--- config.mk ---
export PLATFORM = sky130hd
export DESIGN_NAME = uart_tx_arbiter
export DESIGN_NICKNAME = d
export VERILOG_FILES = /design/src/rtl/uart_tx_arbiter.sv
export SDC_FILE = /design/constraint.sdc
export NUM_CORES = 1
export LEC_CHECK = 0
export ABC_AREA = 1
export CAP_MARGIN = 10
export CORE_MARGIN = 5
export CORE_UTILIZATION = 45
export CTS_BUF_LIST = sky130_fd_sc_hd__clkbuf_8
export DETAILED_ROUTE_END_ITERATION = 12
export MAX_ROUTING_LAYER = met4
export PLACE_DENSITY = 0.78
export REMOVE_ABC_BUFFERS = 1
export SLEW_MARGIN = 5
export SYNTH_ARGS = -nofsm -noshare
export SYNTH_HDL_FRONTEND = slang
export SYNTH_SLANG_ARGS = --single-unit
export TNS_END_PERCENT = 100
--- constraint.sdc ---
create_clock -name clk -period 2.9 [get_ports clk]
set_input_delay 0.58 -clock clk [delete_from_list [all_inputs] [get_ports clk]]
set_output_delay 0.58 -clock clk [all_outputs]
set_load 0.005 [all_outputs]
--- src/rtl/uart_tx_arbiter.sv ---
// ----------------------------------------------------------------------------
// uart_tx_arbiter
//
// Shares one UART transmitter among NREQ byte sources. Free requesters are
// picked round-robin. A requester that sends a byte without its last flag
// keeps the transmitter (frame lock) until it sends a byte flagged last. The
// block sequences the UART send_data / TiP handshake. It raises err if TiP
// never rises after a send.
//
// Ports
//   clk        system clock
//   rst        synchronous active-high reset
//   req        per-requester byte valid, held until the matching ack
//   last       per-requester end-of-frame flag, qualified with req
//   data       flattened bytes, requester i drives data[8*i+7:8*i]
//   ack        one-cycle pulse: the requester's byte has been latched
//   grant      one-hot owner of the transmitter, all zero when free
//   busy       high whenever the FSM is not IDLE
//   err        one-cycle pulse when the UART fails to start
//   uart_data  byte to the UART I_DATA input, stable between latches
//   uart_send  one-cycle send_data strobe to the UART
//   uart_tip   UART transmission-in-progress flag
// ----------------------------------------------------------------------------
module uart_tx_arbiter #(
   parameter int NREQ          = 4,
   parameter int START_TIMEOUT = 8
) (
   input  logic              clk,
   input  logic              rst,
   input  logic [NREQ-1:0]   req,
   input  logic [NREQ-1:0]   last,
   input  logic [8*NREQ-1:0] data,
   output logic [NREQ-1:0]   ack,
   output logic [NREQ-1:0]   grant,
   output logic              busy,
   output logic              err,
   output logic [7:0]        uart_data,
   output logic              uart_send,
   input  logic              uart_tip
);

   localparam int IDX_W = (NREQ > 1) ? $clog2(NREQ) : 1;
   localparam int CNT_W = (START_TIMEOUT > 1) ? $clog2(START_TIMEOUT) : 1;

   typedef enum logic [2:0] {
      IDLE,
      SEND,
      WAIT_BUSY,
      WAIT_DONE,
      HOLD
   } state_e;

   state_e             state_q;
   logic               lock_q;
   logic [IDX_W-1:0]   ptr_q;
   logic [IDX_W-1:0]   gidx_q;
   logic [NREQ-1:0]    grant_q;
   logic [NREQ-1:0]    ack_q;
   logic               err_q;
   logic [7:0]         data_q;
   logic               send_q;
   logic [CNT_W-1:0]   cnt_q;

   logic               win_vld;
   logic [IDX_W-1:0]   win_idx;
   logic [IDX_W-1:0]   cand;

   function automatic logic [NREQ-1:0] onehot(input logic [IDX_W-1:0] idx);
      logic [NREQ-1:0] oh;
      oh      = '0;
      oh[idx] = 1'b1;
      return oh;
   endfunction

   // Round-robin search starting just after the last served index. The loop
   // runs from the farthest candidate to the nearest so that the nearest
   // requesting index is the one left in win_idx.
   always_comb begin
      win_vld = 1'b0;
      win_idx = '0;
      cand    = '0;
      for (int k = NREQ; k >= 1; k--) begin
         cand = IDX_W'((int'(ptr_q) + k) % NREQ);
         if (req[cand]) begin
            win_vld = 1'b1;
            win_idx = cand;
         end
      end
   end

   always_ff @(posedge clk) begin
      if (rst) begin
         state_q <= IDLE;
         lock_q  <= 1'b0;
         ptr_q   <= IDX_W'(NREQ - 1);
         gidx_q  <= '0;
         grant_q <= '0;
         ack_q   <= '0;
         err_q   <= 1'b0;
         data_q  <= '0;
         send_q  <= 1'b0;
         cnt_q   <= '0;
      end else begin
         ack_q  <= '0;
         err_q  <= 1'b0;
         send_q <= 1'b0;
         case (state_q)
            // A UART still busy (e.g. after a reset mid-byte) blocks arbitration.
            IDLE: begin
               if (!uart_tip && win_vld) begin
                  gidx_q  <= win_idx;
                  grant_q <= onehot(win_idx);
                  ack_q   <= onehot(win_idx);
                  data_q  <= data[win_idx*8 +: 8];
                  lock_q  <= ~last[win_idx];
                  state_q <= SEND;
               end
            end
            SEND: begin
               send_q  <= 1'b1;
               cnt_q   <= '0;
               state_q <= WAIT_BUSY;
            end
            // The UART registers send_data, so TiP shows up a couple of
            // cycles later. Give up after START_TIMEOUT cycles.
            WAIT_BUSY: begin
               if (uart_tip) begin
                  state_q <= WAIT_DONE;
               end else if (cnt_q == CNT_W'(START_TIMEOUT - 1)) begin
                  err_q   <= 1'b1;
                  lock_q  <= 1'b0;
                  grant_q <= '0;
                  ptr_q   <= gidx_q;
                  state_q <= IDLE;
               end else begin
                  cnt_q <= cnt_q + 1'b1;
               end
            end
            WAIT_DONE: begin
               if (!uart_tip) begin
                  if (lock_q) begin
                     state_q <= HOLD;
                  end else begin
                     grant_q <= '0;
                     ptr_q   <= gidx_q;
                     state_q <= IDLE;
                  end
               end
            end
            // Frame locked: only the owner is looked at, however long it idles.
            HOLD: begin
               if (req[gidx_q] && !uart_tip) begin
                  ack_q   <= grant_q;
                  data_q  <= data[gidx_q*8 +: 8];
                  lock_q  <= ~last[gidx_q];
                  state_q <= SEND;
               end
            end
            default: state_q <= IDLE;
         endcase
      end
   end

   assign ack       = ack_q;
   assign grant     = grant_q;
   assign busy      = (state_q != IDLE);
   assign err       = err_q;
   assign uart_data = data_q;
   assign uart_send = send_q;

endmodule

==> flow_summary_export.csv <==
group,metric,value,unit
sta,finalHoldViolCount,0,
logic_synthesis,synth-seq-cells,29,
clocking,cts.htree.levels,2,
clocking,cts-root-to-sink-buffers,2,
global_route,global_route_overflow,0,
clocking,cts_hold_buffers,0,
detailed_routing,drc_marker_count_from_the_first_detailed_route_iteration,100,
floorplanning,die_height,75.9,microns
layout,final_core_util,0.622,
layout,layout.area.seq,581,sq um
setup_path,cp_slowest_cell,"sky130_fd_sc_hd__clkdlybuf4s50_1",
worst_hold_path,hold_path.class,"flip-flop to flip-flop",
logic_synthesis,synthesis.instances,289,
clocking,insertion_delay,0.28,ns
setup_path,timing.critical_path.to_type,"flip-flop",
clocking,post_cts.repair.setup_buffers,0,
placement,detailed_place_hpwl,3880,microns
setup_path,crit_path_max_delay_family,"simple AND/OR/NAND/NOR gates",
logic_synthesis,ys_types,30,
floorplanning,start_util,0.455,
logic_synthesis,edff_count_synth,0,
detailed_routing,route.vias.total,2094,
setup_path,critPathLaunchType,"input pin",
logic_synthesis,synth_area,0.00195,sq mm
worst_hold_path,timing.hold.worst_path_depth,2,
global_route,globalRoute.busiestLayer,"met2",
sta,post-route-min-period,2.26,ns
detailed_routing,drt-total-wl,5000,microns
run,drv_cap,0,
floorplanning,floorplan.rows,24,
sta,setup_tns,0,ns
detailed_routing,avgRoutedWirePerCell,12.3,microns
floorplanning,top_level_ports,62,
setup_path,critPathMaxFanout,17,
logic_synthesis,synth_top_cell_by_area,"sky130_fd_sc_hd__dfxtp_1",
setup_path,cp_data_required_time,3.12,ns
global_route,wire_length_of_the_first_global_routing_pass,8580,microns
sta,fin_worst_skew,0.00380,ns
placement,placed_cells_incl_taps,398,
floorplanning,core_area,0.00429,sq mm
detailed_routing,routed_via_density,5.16,
logic_synthesis,postSynth.asyncResetShare,0,
power_and_ir_drop,power_leakage,1.18,nW
setup_path,worst-r2r-cell-count,13,
setup_path,critical_path_cell_sequence,"clkdlybuf4s50_1, inv_1, o21ai_2, nand2_1, nand2_1, nand2_1, nand3_2, nand3_4, nand2_4, nand2_1, nand3_1, nand2_1, a21oi_2",
global_route,grt_use_met1,0.213,
layout,total_area_of_multi_input_combinational_cells,0.00119,sq mm
detailed_routing,drt_pre_antenna_iters,4,
sta,finalCritPeriodShare,0.780,
layout,design.final.nets,398,
layout,filler_cell_count,397,
setup_path,crit_arrival,2.48,ns
sta,relSlewSlack,0.729,
clocking,cts_tree,"done",
clocking,clock_tree.root_cell,"sky130_fd_sc_hd__clkbuf_8",
sta,max_clock_freq,0.442,GHz
global_route,grtUsageTotal,0.179,
setup_path,timing.critical_path.buf_inv,2,
logic_synthesis,netlist_top_cells_area,"sky130_fd_sc_hd__dfxtp_1, sky130_fd_sc_hd__nand2_1, sky130_fd_sc_hd__nand3_1",
clocking,postCtsResizedCells,0,
detailed_routing,residual_drc,0,
logic_synthesis,post_synth.cell_area_avg,6.76,sq um
setup_path,depth_of_the_critical_timing_path_with_buffers_and_inverters_included,13,
logic_synthesis,synth_sequential_area_ratio,0.297,
placement,portBuffers,61,
sta,final-setup-viol-count,0,
global_route,first_global_vias,1990,
logic_synthesis,synth_flop_cell,"sky130_fd_sc_hd__dfxtp_1",
clocking,cts_inserted_buffers,5,
floorplanning,die_w,75.9,microns
clocking,cts.clk_slew.worst_paths,0.06,ns
logic_synthesis,synth_top_cells_by_count,"sky130_fd_sc_hd__nand2_1, sky130_fd_sc_hd__nand3_1, sky130_fd_sc_hd__dfxtp_1, sky130_fd_sc_hd__nand2_2, sky130_fd_sc_hd__a21oi_1",
layout,insertedDiodeCount,0,
floorplanning,die_area,0.00576,sq mm
power_and_ir_drop,worst_ir_drop_vdd,409,uV
sta,final_max_slew_viol_count,0,
setup_path,max_stage_delay,0.50,ns
global_route,maximum_number_of_pins_on_one_net_before_global_route_repair,18,
status,status,"complete, no violations",
placement,gp_routability_congestion,0.908,
layout,area.growth.synth_to_final,36.7,%
detailed_routing,antenna_left,0,
global_route,groute.layer.met2.usage,0.292,
clocking,cts.sinks,29,
logic_synthesis,yosys_warnings,0,
sta,grt_setup_unrepaired,"false",
setup_path,worst_path_most_repeated_cell,"sky130_fd_sc_hd__nand2_1",
global_route,grt_util_met3,0.0438,
setup_path,criticalPathCategory,"input pin to flip-flop",
sta,max_slew.worst_pin.slew,0.407,ns
layout,final-instance-count-excl-fill,406,
logic_synthesis,yosysTopAreaCellShare,0.297,
layout,final_layout_size_suffix_gt1_frac,0.195,
logic_synthesis,synth.most_common_cell,"sky130_fd_sc_hd__nand2_1",
power_and_ir_drop,power.density,928,mW/mm^2
global_route,grt_antenna_before_repair,0,
==> metrics by stage <==
stage / power, W / instance area (sq um) / setup slack [ns] / hold WS (ns)
global route: 0.00272 / 2670 / 0.432 / 0.506
CTS: 0.00249 / 2670 / 0.630 / 0.481
detailed placement: 0.00217 / 2590 / 0.351 / 0.470
finish: 0.00248 / 2670 / 0.637 / 0.482
global placement: 0.00213 / 2590 / 0.407 / 0.470
floorplan: 0.00170 / 1890 / 0.970 / 0.462
==> cell type report <==
type,count,area share
clock buffer,5,0.0258
multi-input combinational,221,0.445
tap,52,0.0244
timing repair buffer,64,0.237
clock inverter,3,0.00515
sequential,29,0.217
inverter,32,0.0450
==> cells in the final DEF (no fill, tap or decap), drive strengths merged <==
master / n
a2111oi: 1
a21oi: 32
buf: 3
clkbuf: 5
clkdlybuf4s50: 61
clkinv: 2
dfxtp: 29
ha: 2
inv: 33
nand2: 87
nand3: 43
nand3b: 1
nand4: 1
nor2: 24
nor3: 5
nor4: 1
o211a: 1
o211ai: 4
o21ai: 19
==> report_power, final <==
| group | internal (W) | leakage [nW] | switching, W |
|---|---|---|---|
| Sequential | 0.000524 | 0.238 | 0.0000924 |
| Clock | 0.000162 | 0.0491 | 0.000152 |
| Combinational | 0.000609 | 0.888 | 0.000940 |
==> metal layers <==
layer	wire length, microns	part of all wire	up-vias
li1	-	-	1086
met1	2230	0.45	935
met2	2340	0.47	64
met3	340	0.068	9
met4	85	0.017	0
met5	0	0	-
==> worst paths after layout <==
path         slack, ns                         to                   from
min               0.48      grant[3]$_SDFFE_PP0P_  grant[3]$_SDFFE_PP0P_
min reg2reg       0.48      grant[3]$_SDFFE_PP0P_  grant[3]$_SDFFE_PP0P_
max reg2reg       0.78  uart_data[7]$_SDFFE_PP0P_  ptr_q[0]$_SDFFE_PP1P_
max               0.64  uart_data[7]$_SDFFE_PP0P_                 req[3]
==> state kept, by name, summed over array words and instances, names as in the netlist <==
name       count
ptr_q          2
grant          4
uart_data      8
uart_send      1
lock_q         1
gidx_q         2
cnt_q          3
err            1
state_q        3
ack            4
==> cell families after synthesis <==
kind of cell | after synthesis | share of synthesized area
buffers and inverters | 39 | 0.0941
DFF | 29 | 0.297
and+or+nand+nor | 162 | 0.423
AOI/OAI and AO/OA | 57 | 0.173
adders and majority gates | 2 | 0.0128
==> worst reg2reg max path, delay by kind of cell (launching register included) <==
kind | cells | cell delay [ns]
AOI/OAI and AO/OA | 1 | 0.10
buffers and inverters | 1 | 0.22
DFF | 1 | 0.55
and+or+nand+nor | 11 | 1.19
No activity file was read; power rests on OpenSTA's default activity.
